--- src/rtl/mm_read_master_if.sv ---
// Avalon-MM read-only bus between mm_read_master (master) and the fabric or SDRAM bridge (slave).
interface mm_read_master_if #(
  parameter int ADDRESSWIDTH    = 28,
  parameter int DATAWIDTH       = 32,
  parameter int BYTEENABLEWIDTH = 4
);
  logic [ADDRESSWIDTH-1:0]    address;
  logic                       read;
  logic [BYTEENABLEWIDTH-1:0] byteenable;
  logic [DATAWIDTH-1:0]       readdata;
  logic                       readdatavalid;
  logic                       waitrequest;

  modport master (
    output address, read, byteenable,
    input  readdata, readdatavalid, waitrequest
  );

  modport slave (
    input  address, read, byteenable,
    output readdata, readdatavalid, waitrequest
  );
endinterface

--- src/rtl/mm_read_master.sv ---
// Avalon-MM read master: issues word reads for a (base, length) request into a show-ahead FIFO.
// Define READ_MASTER_PIPELINE_EN to allow up to FIFODEPTH reads in flight (default: one at a time).
module mm_read_master #(
  parameter int ADDRESSWIDTH    = 28,
  parameter int DATAWIDTH       = 32,
  parameter int BYTEENABLEWIDTH = 4,
  parameter int FIFODEPTH       = 8,
  parameter int FIFODEPTH_LOG2  = 3
) (
  input  logic                    clk,
  input  logic                    reset,
  input  logic                    control_fixed_location,
  input  logic [ADDRESSWIDTH-1:0] control_read_base,
  input  logic [ADDRESSWIDTH-1:0] control_read_length,
  input  logic                    control_go,
  output logic                    control_done,
  input  logic                    user_read_buffer,
  output logic [DATAWIDTH-1:0]    user_buffer_output_data,
  output logic                    user_data_available,
  mm_read_master_if.master        master
);

  localparam int CNT_W = FIFODEPTH_LOG2 + 1;
  localparam int SUM_W = CNT_W + 1;
  localparam logic [ADDRESSWIDTH-1:0] STRIDE     = ADDRESSWIDTH'(BYTEENABLEWIDTH);
  localparam logic [ADDRESSWIDTH-1:0] ALIGN_MASK = ~ADDRESSWIDTH'(BYTEENABLEWIDTH - 1);
  localparam logic [CNT_W-1:0]        DEPTH_CNT  = CNT_W'(FIFODEPTH);
  localparam logic [SUM_W-1:0]        DEPTH_SUM  = SUM_W'(FIFODEPTH);

  typedef enum logic [1:0] {IDLE, ISSUE, DRAIN} state_t;

  state_t                  state_q, state_d;
  logic [ADDRESSWIDTH-1:0] addr_q;
  logic [ADDRESSWIDTH-1:0] remaining_q;
  logic                    fixed_q;
  logic [CNT_W-1:0]        outstanding_q, outstanding_d;

  logic [DATAWIDTH-1:0]      mem [FIFODEPTH];
  logic [FIFODEPTH_LOG2-1:0] wr_ptr_q, rd_ptr_q;
  logic [CNT_W-1:0]          used_q;

  logic                    go_accept;
  logic [ADDRESSWIDTH-1:0] go_length;
  logic                    read_accept;
  logic                    fifo_push;
  logic                    fifo_pop;
  logic                    space_ok;
  logic                    issue_slot;

  assign go_accept   = (state_q == IDLE) && control_go;
  assign go_length   = control_read_length & ALIGN_MASK;
  assign read_accept = master.read && !master.waitrequest;
  // Data arriving with nothing in flight belongs to reads abandoned by a reset.
  assign fifo_push   = master.readdatavalid && (outstanding_q != '0);
  assign fifo_pop    = user_read_buffer && (used_q != '0);

  // A request is only issued when its returning word already has a FIFO slot reserved.
  assign space_ok = ({1'b0, used_q} + {1'b0, outstanding_q}) < DEPTH_SUM;

`ifdef READ_MASTER_PIPELINE_EN
  assign issue_slot = 1'b1;
`else
  assign issue_slot = (outstanding_q == '0);
`endif

  assign outstanding_d = outstanding_q + CNT_W'(read_accept) - CNT_W'(fifo_push);

  // ---------------------------------------------------------------------------
  // FSM: state register / next state / outputs
  // ---------------------------------------------------------------------------
  // NOTE: sequential state uses non-blocking (<=) so every flop samples pre-edge values.
  always_ff @(posedge clk or negedge reset) begin
    if (!reset) state_q <= IDLE;
    else        state_q <= state_d;
  end

  // NOTE: every always_comb output gets a default first so no path infers a latch.
  always_comb begin
    state_d = state_q;
    unique case (state_q)
      IDLE:  if (go_accept && go_length != '0) state_d = ISSUE;
      ISSUE: if (read_accept && remaining_q <= STRIDE) state_d = DRAIN;
      // Looking at the next count lets done rise the cycle after the last data word.
      DRAIN: if (outstanding_d == '0) state_d = IDLE;
      default: state_d = IDLE;
    endcase
  end

  always_comb begin
    control_done = 1'b0;
    master.read  = 1'b0;
    unique case (state_q)
      IDLE:    control_done = 1'b1;
      ISSUE:   master.read  = (remaining_q != '0) && space_ok && issue_slot;
      DRAIN:   ;
      default: control_done = 1'b1;
    endcase
  end

  assign master.address    = addr_q;
  assign master.byteenable = '1;

  // ---------------------------------------------------------------------------
  // Request datapath
  // ---------------------------------------------------------------------------
  always_ff @(posedge clk or negedge reset) begin
    if (!reset) begin
      addr_q        <= '0;
      remaining_q   <= '0;
      fixed_q       <= 1'b0;
      outstanding_q <= '0;
    end else begin
      outstanding_q <= outstanding_d;
      if (go_accept) begin
        addr_q      <= control_read_base;
        remaining_q <= go_length;
        fixed_q     <= control_fixed_location;
      end else if (read_accept) begin
        remaining_q <= remaining_q - STRIDE;
        if (!fixed_q) addr_q <= addr_q + STRIDE;
      end
    end
  end

  // ---------------------------------------------------------------------------
  // Show-ahead read-data FIFO
  // ---------------------------------------------------------------------------
  // NOTE: storage has no reset; pointers and used count define which words are valid.
  always_ff @(posedge clk) begin
    if (fifo_push) mem[wr_ptr_q] <= master.readdata;
  end

  always_ff @(posedge clk or negedge reset) begin
    if (!reset) begin
      wr_ptr_q <= '0;
      rd_ptr_q <= '0;
      used_q   <= '0;
    end else begin
      if (fifo_push) wr_ptr_q <= wr_ptr_q + FIFODEPTH_LOG2'(1);
      if (fifo_pop)  rd_ptr_q <= rd_ptr_q + FIFODEPTH_LOG2'(1);
      used_q <= used_q + CNT_W'(fifo_push) - CNT_W'(fifo_pop);
    end
  end

  assign user_data_available     = (used_q != '0);
  assign user_buffer_output_data = user_data_available ? mem[rd_ptr_q] : '0;

  // ---------------------------------------------------------------------------
  // Invariants of the space reservation scheme
  // ---------------------------------------------------------------------------
  a_no_overflow: assert property (@(posedge clk) disable iff (!reset)
    fifo_push |-> (used_q != DEPTH_CNT) || fifo_pop);

  a_reserved_space: assert property (@(posedge clk) disable iff (!reset)
    ({1'b0, used_q} + {1'b0, outstanding_q}) <= DEPTH_SUM);

endmodule

--- src/flat_wrapper.sv ---
// flat-port wrapper written by rule: the top's interface ports become plain ports
module mm_read_master_flat 
#(
  parameter int ADDRESSWIDTH    = 28,
  parameter int DATAWIDTH       = 32,
  parameter int BYTEENABLEWIDTH = 4,
  parameter int FIFODEPTH       = 8,
  parameter int FIFODEPTH_LOG2  = 3
)
  (clk, reset, control_fixed_location, control_read_base, control_read_length, control_go, control_done, user_read_buffer, user_buffer_output_data, user_data_available, master_address, master_read, master_byteenable, master_readdata, master_readdatavalid, master_waitrequest);
  mm_read_master_if #(.ADDRESSWIDTH(ADDRESSWIDTH), .DATAWIDTH(DATAWIDTH), .BYTEENABLEWIDTH(BYTEENABLEWIDTH)) master_i ();
  input  logic clk;
  input  logic reset;
  input  logic control_fixed_location;
  input  logic [ADDRESSWIDTH-1:0] control_read_base;
  input  logic [ADDRESSWIDTH-1:0] control_read_length;
  input  logic control_go;
  output logic control_done;
  input  logic user_read_buffer;
  output logic [DATAWIDTH-1:0] user_buffer_output_data;
  output logic user_data_available;
  output wire logic [$bits(master_i.address)-1:0] master_address;
  output wire logic [$bits(master_i.read)-1:0] master_read;
  output wire logic [$bits(master_i.byteenable)-1:0] master_byteenable;
  input wire logic [$bits(master_i.readdata)-1:0] master_readdata;
  input wire logic [$bits(master_i.readdatavalid)-1:0] master_readdatavalid;
  input wire logic [$bits(master_i.waitrequest)-1:0] master_waitrequest;
  assign master_address = master_i.address;
  assign master_read = master_i.read;
  assign master_byteenable = master_i.byteenable;
  assign master_i.readdata = master_readdata;
  assign master_i.readdatavalid = master_readdatavalid;
  assign master_i.waitrequest = master_waitrequest;
  mm_read_master #(.ADDRESSWIDTH(ADDRESSWIDTH), .DATAWIDTH(DATAWIDTH), .BYTEENABLEWIDTH(BYTEENABLEWIDTH), .FIFODEPTH(FIFODEPTH), .FIFODEPTH_LOG2(FIFODEPTH_LOG2)) u_core (.clk(clk), .reset(reset), .control_fixed_location(control_fixed_location), .control_read_base(control_read_base), .control_read_length(control_read_length), .control_go(control_go), .control_done(control_done), .user_read_buffer(user_read_buffer), .user_buffer_output_data(user_buffer_output_data), .user_data_available(user_data_available), .master(master_i));
endmodule
--- config.mk ---
export PLATFORM = sky130hd
export DESIGN_NAME = mm_read_master_flat
export DESIGN_NICKNAME = d
export VERILOG_FILES = /design/src/rtl/mm_read_master_if.sv /design/src/rtl/mm_read_master.sv /design/src/flat_wrapper.sv
export SDC_FILE = /design/constraint.sdc
export NUM_CORES = 1
export LEC_CHECK = 0
export ABC_AREA = 1
export CAP_MARGIN = 20
export CORE_MARGIN = 2
export CORE_UTILIZATION = 30
export CTS_BUF_LIST = sky130_fd_sc_hd__clkbuf_4 sky130_fd_sc_hd__clkbuf_8
export DETAILED_ROUTE_END_ITERATION = 7
export GPL_ROUTABILITY_DRIVEN = 0
export HOLD_SLACK_MARGIN = 0.02
export SLEW_MARGIN = 0
export SYNTH_ARGS = -nofsm -noshare
export SYNTH_HDL_FRONTEND = slang
export SYNTH_SLANG_ARGS = --single-unit
--- constraint.sdc ---
create_clock -name clk -period 3.2 [get_ports clk]
set_input_delay 0.64 -clock clk [delete_from_list [all_inputs] [get_ports clk]]
set_output_delay 0.64 -clock clk [all_outputs]
set_load 0.02 [all_outputs]
After elaboration in Yosys (flattened, before gate mapping)
Memory sizes are Yosys's and may differ from the RTL's.
Index checks and enable logic that the tools add are counted.

word-level totals
  memories = 1
  register bits = 73
  bits in writable memories = 256

memories
  memory      words  width  rd ports  clocked after memory_dff  write ports  RTL line              RTL
  u_core.mem  8      32     1         0                         1            mm_read_master.sv:38  logic [DATAWIDTH-1:0] mem [FIFODEPTH];

operators by class
  order comparisons = 2
  reduce and logical (&&, ||, !) cells = 20
  muxes and demuxes = 14
  $add $sub $neg = 9
  equal/unequal tests = 6

operator list
  cell                                                                    count
  28-bit two-way mux                                                      5
  28-bit nonzero test                                                     2
  32-bit two-way mux                                                      1
  28-bit by 3-bit adder with 28-bit output, second input constant         1
  28-bit by 3-bit <= comparator with 1-bit output, second input constant  1
  28-bit by 3-bit subtractor with 28-bit output, second input constant    1
  4-bit by 1-bit adder with 4-bit output                                  2
  1-bit logical AND                                                       8
  4-bit zero test                                                         2
  4-bit nonzero test                                                      2
  4-bit by 1-bit subtractor with 4-bit output                             2
  3-bit by 1-bit adder with 3-bit output, second input constant           2
  2-bit two-way mux                                                       3
  2-bit one-hot mux with 3 select lines                                   1
  4-bit by 4-bit adder with 5-bit output                                  1
  5-bit by 4-bit < comparator with 1-bit output, second input constant    1
  1-bit two-way mux                                                       4
  2-bit by 1-bit != test with 1-bit output, second input constant         2
  2-bit != test, second input constant                                    2
  3-bit AND reduction                                                     1
  2-bit by 1-bit equality test with 1-bit output, second input constant   1
  2-bit equality test, second input constant                              1
  2-bit zero test                                                         1
  2-bit AND reduction                                                     1
  3 further kinds                                                         3

Longest topological paths before layout
Gate-level depths: netlist (run 1).

  depth after elaboration = 11
  gate-level depth with buffers = 22

Worst setup path after synthesis (run 1)
Ideal clock, no wire load.

  path type = register to register
  start = register u_core.used_q[1]
  end = register u_core.state_q[0]
  setup time = 116 ps
  arrival = 2805 ps
  setup slack = 278 ps
  buffers on the path = 0
  period minus slack after synthesis = 2922 ps
  stages on the path, launching flop included = 18
  cells stage by stage = dfrtp_1 -> ha_1 -> nand3_1 -> a21boi_0 -> nor2_4 -> nand3_4 -> inv_1 -> ha_1 -> fa_1 -> or2_2 -> nor2_1 -> nand3_1 -> nand2_1 -> inv_1 -> a21oi_1 -> nand2_1 -> nand2_1 -> nand2_1

between the ends
  cells in the longest elaborated chain, start to end = 11
  elaborated cells between the ends (all ways) = 13
  those cells by class = 3 x add/sub; 1 x order compare; 2 x eq/ne; 1 x mux; 6 x reduce/logical

ends and longest elaborated chain
  what                                                       RTL line               RTL
  start, declared                                            mm_read_master.sv:40   logic [CNT_W-1:0] used_q;
  start signal, assigned                                     mm_read_master.sv:141  used_q <= used_q + CNT_W'(fifo_push) - CNT_W'(fifo_pop);
  4-bit by 4-bit adder with 5-bit output                     mm_read_master.sv:58   assign space_ok = ({1'b0, used_q} + {1'b0, outstanding_q}) < DEPTH_SUM;
  5-bit by 4-bit < comparator with 1-bit output              mm_read_master.sv:58
  1-bit logical AND (2 in series)                            mm_read_master.sv:94   ISSUE: master.read = (remaining_q != '0) && space_ok && issue_slot;
  1-bit two-way mux                                          mm_read_master.sv:92   unique case (state_q)
  1-bit logical AND                                          mm_read_master.sv:52   assign read_accept = master.read && !master.waitrequest;
  4-bit by 1-bit adder with 4-bit output                     mm_read_master.sv:66   assign outstanding_d = outstanding_q + CNT_W'(read_accept) - CNT_W'(fifo_push);
  4-bit by 1-bit subtractor with 4-bit output                mm_read_master.sv:66
  net u_core.outstanding_d[1]                                mm_read_master.sv:36   logic [CNT_W-1:0] outstanding_q, outstanding_d;
  4-bit zero test                                            mm_read_master.sv:84   DRAIN: if (outstanding_d == '0) state_d = IDLE;
  2-bit by 1-bit != test with 1-bit output (no source line)  -
  3-bit AND reduction (no source line)                       -
  end signal, assigned                                       mm_read_master.sv:74   else state_q <= state_d;
  end, declared                                              mm_read_master.sv:32   state_t state_q, state_d;

The timed path passes the listed nets, and every way through them passes these cells.
A chain may end at the register's enable or synchronous reset.

Worst setup path after layout (run 1)
  start = register u_core.rd_ptr_q[0]
  end = output user_buffer_output_data[12]

between the ends
  cells in the longest elaborated chain, start to end = 2

ends and longest elaborated chain
  what                    RTL line               RTL
  start, declared         mm_read_master.sv:39   logic [FIFODEPTH_LOG2-1:0] wr_ptr_q, rd_ptr_q;
  start signal, assigned  mm_read_master.sv:140  if (fifo_pop) rd_ptr_q <= rd_ptr_q + FIFODEPTH_LOG2'(1);
  memory read 8 x 32 bit  -
  32-bit two-way mux      mm_read_master.sv:146  assign user_buffer_output_data = user_data_available ? mem[rd_ptr_q] : '0;
  end, declared           flat_wrapper.sv:20     output logic [DATAWIDTH-1:0] user_buffer_output_data;

Every way passes these cells.

==> metrics.md, run 1 <==
| Metric | Value |
|---|---|
| Die height | 227.1 µm |
| Crit Reg-Reg Startpoint | u_core.state_q[1] |
| Synthesized instance count | approximately 1,500 |
| Clk sinks | between 300 and 400 |
| Num ports | 162 |
| Crit path launch type | register |
| Share of the synthesized area in the top cell type | between 50 and 60% |
| Final WS setup | 102.0 ps |
| Hold Crit Class | register to register |
| Num rows | between 80 and 90 |
| Cell Chain, Critical Path | buf_4, clkbuf_16, nor2_1, nor2_1, o21ai_0, a31oi_1, clkdlybuf4s15_2 |
| Antenna violations before repair | 6 |
| Cell mode on critical path | nor2_1 |
| Leak | ~0.007 µW |
| Area growth syn-to-layout | 25.93% |
| Die width | between 200 and 250 µm |
| Register bit count reported by yosys | 327 |
| Worst Hold Depth | 2 |
| WL final | around 40,000 µm |
| RR Endpoint | u_core.state_q[0] |
| Final Non-Filler Cells | 2,362 |
| # nets final | 1,771 |
| Crit share post-route | just under 100% |
| TritonCTS clock tree | yes |
| FMAX | between 300 and 400 MHz |
| Crit path max-delay cell type | dfrtp_4 |
| Routed Antenna Nets | 0 |
| Drt wl/cell | 16.66 µm |
| Largest stage delay on the critical path | 520 ps |
| Unique cell type count in the Yosys netlist | 41 |
| I/O Buffers | around 160 |
| DP Cell Count | approximately 2,200 |
| Reg2Reg Depth | 20 |
| Mapped Avg Cell Area | 10.24 µm² |
| # setup viols final | 0 |
| CP Capture Type | output port |
| DRT iter0 DRCs | around 620 |
| Root Driver | clkbuf_8 |
| Clk Latency, worst-skew pair | between 600 and 700 ps |
| CP Max Fanout | 33 |
| Pwr dens | between 900 and 1000 nW/µm² |
| Synth area leader | edfxtp_1 |
| Vias per std cell | around 4.7 |
| Reg clk slew, reported paths | about 60 ps |
| Detail Placement HPWL | roughly 24,000 µm |
| Final Max Slew Viols | 0 |
| Status | completed |
| GRT Total Usage | between 10% and 20% |
| Clk_skew | between 50 and 60 ps |
| Hold worst-path end | u_core.fixed_q |
| Commonest non-fill, non-tap cell in the layout | nand2_1 |
| Layout cells sized above 1 | roughly 13% |
| Mapped Area | 14,930 µm² |
| CTS H-Tree Depth | 2 |
| Global-route wire length before repair | 59,660 µm |
| N_diodes | 0 |
| Largest net degree at the start of global routing | between 60 and 70 |
| Pre-CTS setup slack | -179.2 ps |
| # DRC | 0 |
| Relative max-transition margin | 48.82% |
| Vias | roughly 11,000 |
| Worst-Margin Slew | about 770 ps |
| Vias in the first global route | around 11,000 |
| Worst Path Required | 2560 ps |
| Deepest clock path buffer count | 3 |
| CTS Buf Count | 56 |
| Die area | ~52,000 µm² |
| Area contributors post-synth | edfxtp_1 (52%), dfrtp_1 (12%), nand2_1 (7.0%) |
| Hold path start | u_core.fixed_q |
| Register area share after synthesis | 63.40% |
| Synth warnings | 0 |
| Worst ir drop on vdd | roughly 0.36 mV |
| Worst Setup Path Type | register to output port |
| Core area | roughly 50,000 µm² |
| Fin crit period | approximately 3100 ps |
| Total gr overflow | 0 |
| Final hold violation count | 0 |
| Most frequent cells in the layout | nand2_1 (278), nor2_1 (269), edfxtp_1 (256), o21ai_0 (183), clkdlybuf4s50_1 (121) |
| Max cap viols | 0 |
| Critical Path AT | about 2500 ps |
| Worst reg-to-reg setup slack | 220 ps |
| Initial core utilization | between 30 and 40% |
| DRT Pass-1 Iters | 5 |
per-layer routing:
metal,wire [µm],global-route usage [%]
met1,17240,18.93
met2,18490,24.75
met3,2857,4.608
met4,681,3.626
met5,72,0
state kept, by name (all words and copies together) (netlist names):
register,flops
u_core.wr_ptr_q,3
u_core.state_q,2
u_core.remaining_q,26
u_core.fixed_q,1
u_core.master.address,28
u_core.rd_ptr_q,3
u_core.mem,256
u_core.outstanding_q,4
u_core.used_q,4
metrics by stage:
step | instance area [µm²] | TNS, ps | hold slack [ps] | utilization [%] | total power, µW
6_report | 18800 | 0 | 488.2 | 38.32 | 17700
3_5_place_dp | 17500 | -344.9 | 468.4 | 35.68 | 13910
4_1_cts | 18690 | 0 | 477.4 | 38.10 | 17710
2_1_floorplan | 14940 | 0 | 344.4 | - | 10740
5_1_grt | 18800 | -30.55 | 500.7 | 38.32 | 18950
3_3_place_gp | 17500 | -185.7 | 470.0 | 35.68 | 13780
how the worst max path moves through the flow:
stage | startpoint | endpoint | slack (ps) | cells after the start
after CTS | u_core.rd_ptr_q[1] | user_buffer_output_data[2] | 4 | 6
after detailed placement | master_readdatavalid | u_core.state_q[0] | -180 | 16
after floorplan | u_core.used_q[1] | u_core.state_q[0] | 280 | 17
after global placement | master_readdatavalid | u_core.state_q[1] | -90 | 16
final | u_core.rd_ptr_q[0] | user_buffer_output_data[12] | 100 | 7
after global routing | u_core.used_q[3] | u_core.state_q[0] | -20 | 18
cells by family after synthesis:
group / Yosys count / share of synthesized area, %
xor+xnor: 37 / 2.171
flops: 327 / 63.40
mux: 10 / 0.6706
simple gates: 637 / 17.18
buf+inv: 149 / 4.183
fa+ha+maj: 24 / 2.112
compound gates: 273 / 10.25
other cells: 1 / 0.02512
cell usage after synthesis (all sizes together):
| cell type | count |
|---|---|
| nand3 | 45 |
| ha | 22 |
| edfxtp | 256 |
| xor2 | 26 |
| clkbuf | 54 |
| nand2 | 281 |
| nor2 | 286 |
| a21oi | 3 |
| xnor2 | 11 |
| and2 | 5 |
| or2 | 4 |
| nand4 | 4 |
| mux2i | 10 |
| o21ai | 190 |
| nor3 | 8 |
| buf | 19 |
| inv | 75 |
| clkinv | 1 |
| conb | 1 |
| a21boi | 1 |
| fa | 2 |
| o22ai | 34 |
| o21bai | 1 |
| nand3b | 4 |
| dfrtp | 71 |
| a31oi | 33 |
| a21o | 1 |
| o211ai | 10 |
cell type report:
cell class | instances | area, µm²
Fill cell | 4879 | 30250
Sequential cell | 327 | 9469
Multi-Input combinational cell | 985 | 4943
Timing Repair Buffer | 206 | 2086
Clock buffer | 68 | 885.9
Tap cell | 664 | 830.8
Inverter | 76 | 305.3
Clock inverter | 36 | 277.8
critical path, delay by kind of cell, from the launching register on:
family / cells / cell delay, ps
flip-flops: 1 / 520
AO/OA/AOI/OAI: 2 / 380
AND/OR/NAND/NOR: 2 / 140
buffers and inverters: 3 / 730
power breakdown:
group / internal [µW] / switching (µW)
sequential: 5530 / 612
clock: 2100 / 1800
combinational: 2890 / 4780
timing repair:
action | 4_1_cts | 5_1_grt
setup endpoints to repair | 35 | 25
gates resized for setup | 99 | 49
hold endpoints to repair | 16 | 0
gates cloned | 1 | 3
hold buffers | 1 | 0
buffers inserted | 0 | 5
pin swaps | 0 | 6
No activity file was read; power rests on OpenSTA's default activity.
==> run 2, diff against run 1 <==
--- a/config.mk
+++ b/config.mk
@@ -10,9 +10,11 @@
 export CORE_MARGIN = 2
 export CORE_UTILIZATION = 30
 export CTS_BUF_LIST = sky130_fd_sc_hd__clkbuf_4 sky130_fd_sc_hd__clkbuf_8
+export CTS_CLUSTER_SIZE = 16
 export DETAILED_ROUTE_END_ITERATION = 7
 export GPL_ROUTABILITY_DRIVEN = 0
 export HOLD_SLACK_MARGIN = 0.02
+export PLACE_DENSITY = 0.54
 export SLEW_MARGIN = 0
 export SYNTH_ARGS = -nofsm -noshare
 export SYNTH_HDL_FRONTEND = slang
==> run 2 against run 1 <==
Core utilization is 0.25 points higher. Combinational power is 2.6% higher. Sequential power hardly changed. Largest cell class unchanged. Sequential share of layout area shrank 0.33 points. Maximum frequency is 1.2% higher. Non-clock buffer count is 1 lower.
==> metrics.md, run 2 (synthesis gave the netlist of run 1 again) <==
| Metric | Value |
|---|---|
| Crit path from | u_core.rd_ptr_q[0] |
| Length of routed met3 wiring | 3015 µm (+5.5%) |
| Clk Latency, worst-skew pair | 650 ps (-30 ps) |
| Deepest clock path buffer count | 3 (unchanged) |
| Most frequent cells in the layout | nand2_1 (278), nor2_1 (269), edfxtp_1 (256), o21ai_0 (184), clkdlybuf4s50_1 (121) |
| Routed Antenna Nets | 0 (unchanged) |
| Largest net degree at the start of global routing | 72 (+5.9%) |
| Crit share post-route | 95.64% (-1.2 points) |
| DP Cell Count | 2,245 (-0.13%) |
| Area growth syn-to-layout | 26.76% |
| Pre-CTS setup slack | -130.2 ps (+48.98 ps) |
| Crit Reg-Reg Startpoint | u_core.used_q[3] |
| Power Total | 17,850 µW (+0.85%) |
| I/O Buffers | 155 (unchanged) |
| Top delay family on crit path | buffers and inverters |
| Highest Signal Layer | met5 |
| Core area | 49,050 µm² (unchanged) |
| Largest stage delay on the critical path | 560 ps (+40 ps) |
| # fillers | 4,956 (+1.6%) |
| Worst Setup Path Type | register to output port |
| Worst Path Required | 2560 ps (about the same) |
| Final Non-Filler Cells | 2,360 (-0.085%) |
| Final Core Density | 38.57% (+0.25 points) |
| Final Max Slew Viols | 0 (unchanged) |
| Relative max-transition margin | 61.25% (+12 points) |
| N_diodes | 0 (unchanged) |
| Num ports | 162 (unchanged) |
| CP Capture Type | output port |
| Crit path launch type | register |
| Pint | 10,610 µW (+0.86%) |
| Global-route wire length before repair | 60,570 µm (+1.5%) |
| WL final | 40,300 µm (+2.4%) |
| Reg clk slew, reported paths | 60 ps (about the same) |
| Worst-Margin Slew | 576.9 ps (-190.8 ps) |
| Clk_skew | 25.20 ps (-27.52 ps) |
| CTS Buf Count | 55 (-1.8%) |
| Die width | 227.1 µm (unchanged) |
| Crit path max-delay cell type | dfrtp_4 |
| # DRC | 0 (unchanged) |
| Root Driver | clkbuf_8 |
| Total gr overflow | 0 (unchanged) |
| Drt wl/cell | 17.08 µm (+2.5%) |
| Layout cells sized above 1 | 12.44% (-0.22 points) |
| Leak | 0.007137 µW (+0.47%) |
| Seq pwr share | 34.3% (-0.4 points) |
| Net Sw Power | 7246 µW (+0.84%) |
| Met2 wire length | 18,300 µm (-1.0%) |
| TritonCTS clock tree | yes |
| Final hold violation count | 0 (unchanged) |
| CTS H-Tree Depth | 2 (unchanged) |
| Vias per std cell | 4.708 (about the same) |
| Worst ir drop on vdd | 0.4052 mV (+12%) |
| DRT Pass-1 Iters | 5 (unchanged) |
| Commonest non-fill, non-tap cell in the layout | nand2_1 |
| Hold Crit Class | input port to asynchronous set/reset pin |
| Clock share of power | 21.6% (-0.4 points) |
| Vias in the first global route | 10,990 (+0.46%) |
| Die height | 227.1 µm (unchanged) |
| Wire length on met1 | 18,120 µm (+5.1%) |
| Clk sinks | 327 (unchanged) |
| GRT Total Usage | 15.22% (+0.33 points) |
| Num rows | 81 (unchanged) |
| Max cap viols | 0 (unchanged) |
| Die area | 51,560 µm² (unchanged) |
| RSZ-0062 raised after global routing | no |
| Antenna violations before repair | 6 (unchanged) |
| # setup viols final | 0 (unchanged) |
| Setup TNS | 0 ps (unchanged) |
| CP Max Fanout | 14 (-58%) |
| Fin crit period | 3061 ps (-37.45 ps) |
| Final WS setup | 139.4 ps (+37.45 ps) |
| DRT iter0 DRCs | 672 (+8.0%) |
| Initial core utilization | 30.43% (unchanged) |
| Status | completed |
| Sw frac | 40.58% (about the same) |
| Cell Chain, Critical Path | clkinv_8, buf_4, nor2_1, o22ai_1, o21ai_0, a31oi_1, clkdlybuf4s15_1 |
| Max reg flops | 256 (unchanged) |
| Vias | 11,110 (-0.099%) |
| Buffers & Inverters on Critical Path | 3 (unchanged) |
| # nets final | 1,769 (-0.11%) |
| Critical Path AT | 2420 ps (-40 ps) |
| Pwr dens | 943.7 nW/µm² (+0.20%) |
| Biggest register | u_core.mem |
| FMAX | 326.7 MHz (+1.2%) |
| Detail Placement HPWL | 23,510 µm (-0.82%) |
| Combinational share of power | 44.0% (+0.7 points) |
run 2: changes by cell type in the layout (fill, tap and decap cells not counted), moves of 4 or more:
cell	previous run	this run
buf_2	9	2
buf_12	9	13
a31oi_2	0	4
clkbuf_4	9	16
buf_4	36	28
dlygate4sd2_1	8	14
a31oi_1	33	29
run 2: power groups by stage:
stage | Combinational [µW] | Clock, µW | Sequential (µW)
6_report | 7860 | 3860 | 6130
5_1_grt | 8750 | 4150 | 6230
4_1_cts | 7690 | 3990 | 6110
3_5_place_dp | 7800 | 0 | 6160
3_3_place_gp | 7700 | 0 | 6150
2_1_floorplan | 4510 | 0 | 6230
run 2: worst reg2reg max path, stage by stage (launching register included):
cell and delay, ps:
dfrtp_1 370, ha_1 290, nor2_1 100, nand2_1 60, or2_4 230, nor2_4 160, nand3_4 90, inv_2 80
ha_4 140, fa_1 440, or2_4 250, nor2_2 100, nand3_1 80, nand2_1 60, inv_1 40, a21oi_2 150
nand2_1 100, nand2_1 70, nand2_1 50
run 2: area by class of cell:
cell class / instances / area, µm² / area share (%)
clock buffer: 75 / 938.4 / 4.960
clock inverter: 28 / 205.2 / 1.085
inverter: 76 / 305.3 / 1.614
multi-input combinational: 985 / 4971 / 26.27
sequential: 327 / 9469 / 50.05
tap: 664 / 830.8 / 4.391
timing repair buffer: 205 / 2201 / 11.63
run 2: path summary, 6_finish.rpt:
check | end | slack, ps | cells after the start
setup reg to reg | u_core.state_q[0] | 220 | 18
min in group clk | u_core.master.address[1] | 490 | 2
hold / removal | u_core.master.address[2] | 420 | 2
hold reg to reg | u_core.master.address[1] | 490 | 2
max in group asynchronous | u_core.rd_ptr_q[0] | 2170 | 3
setup / recovery | user_buffer_output_data[7] | 140 | 7
run 2: what timing repair did:
action	in CTS	in global routing
endpoints found under the setup margin	33	25
setup buffers	0	5
hold buffers	0	1
pin swaps	0	5
gates resized for setup	66	49
cloned	1	4
endpoints found under the hold margin	0	19
run 2: metal layers:
metal / vias up / track usage [%]
met1: 5337 / 19.67
li1: 5396 / -
met4: 12 / 4.428
met5: - / 0
met2: 292 / 24.38
met3: 75 / 4.995
run 2: per-stage QoR:
stage                     hold WS [ps]  instance area (µm²)
final                            422.8                18920
after global routing             416.0                18920
after CTS                        161.8                18740
after detailed placement         469.8                17540
after global placement           470.2                17540
after floorplan                  344.4                14940
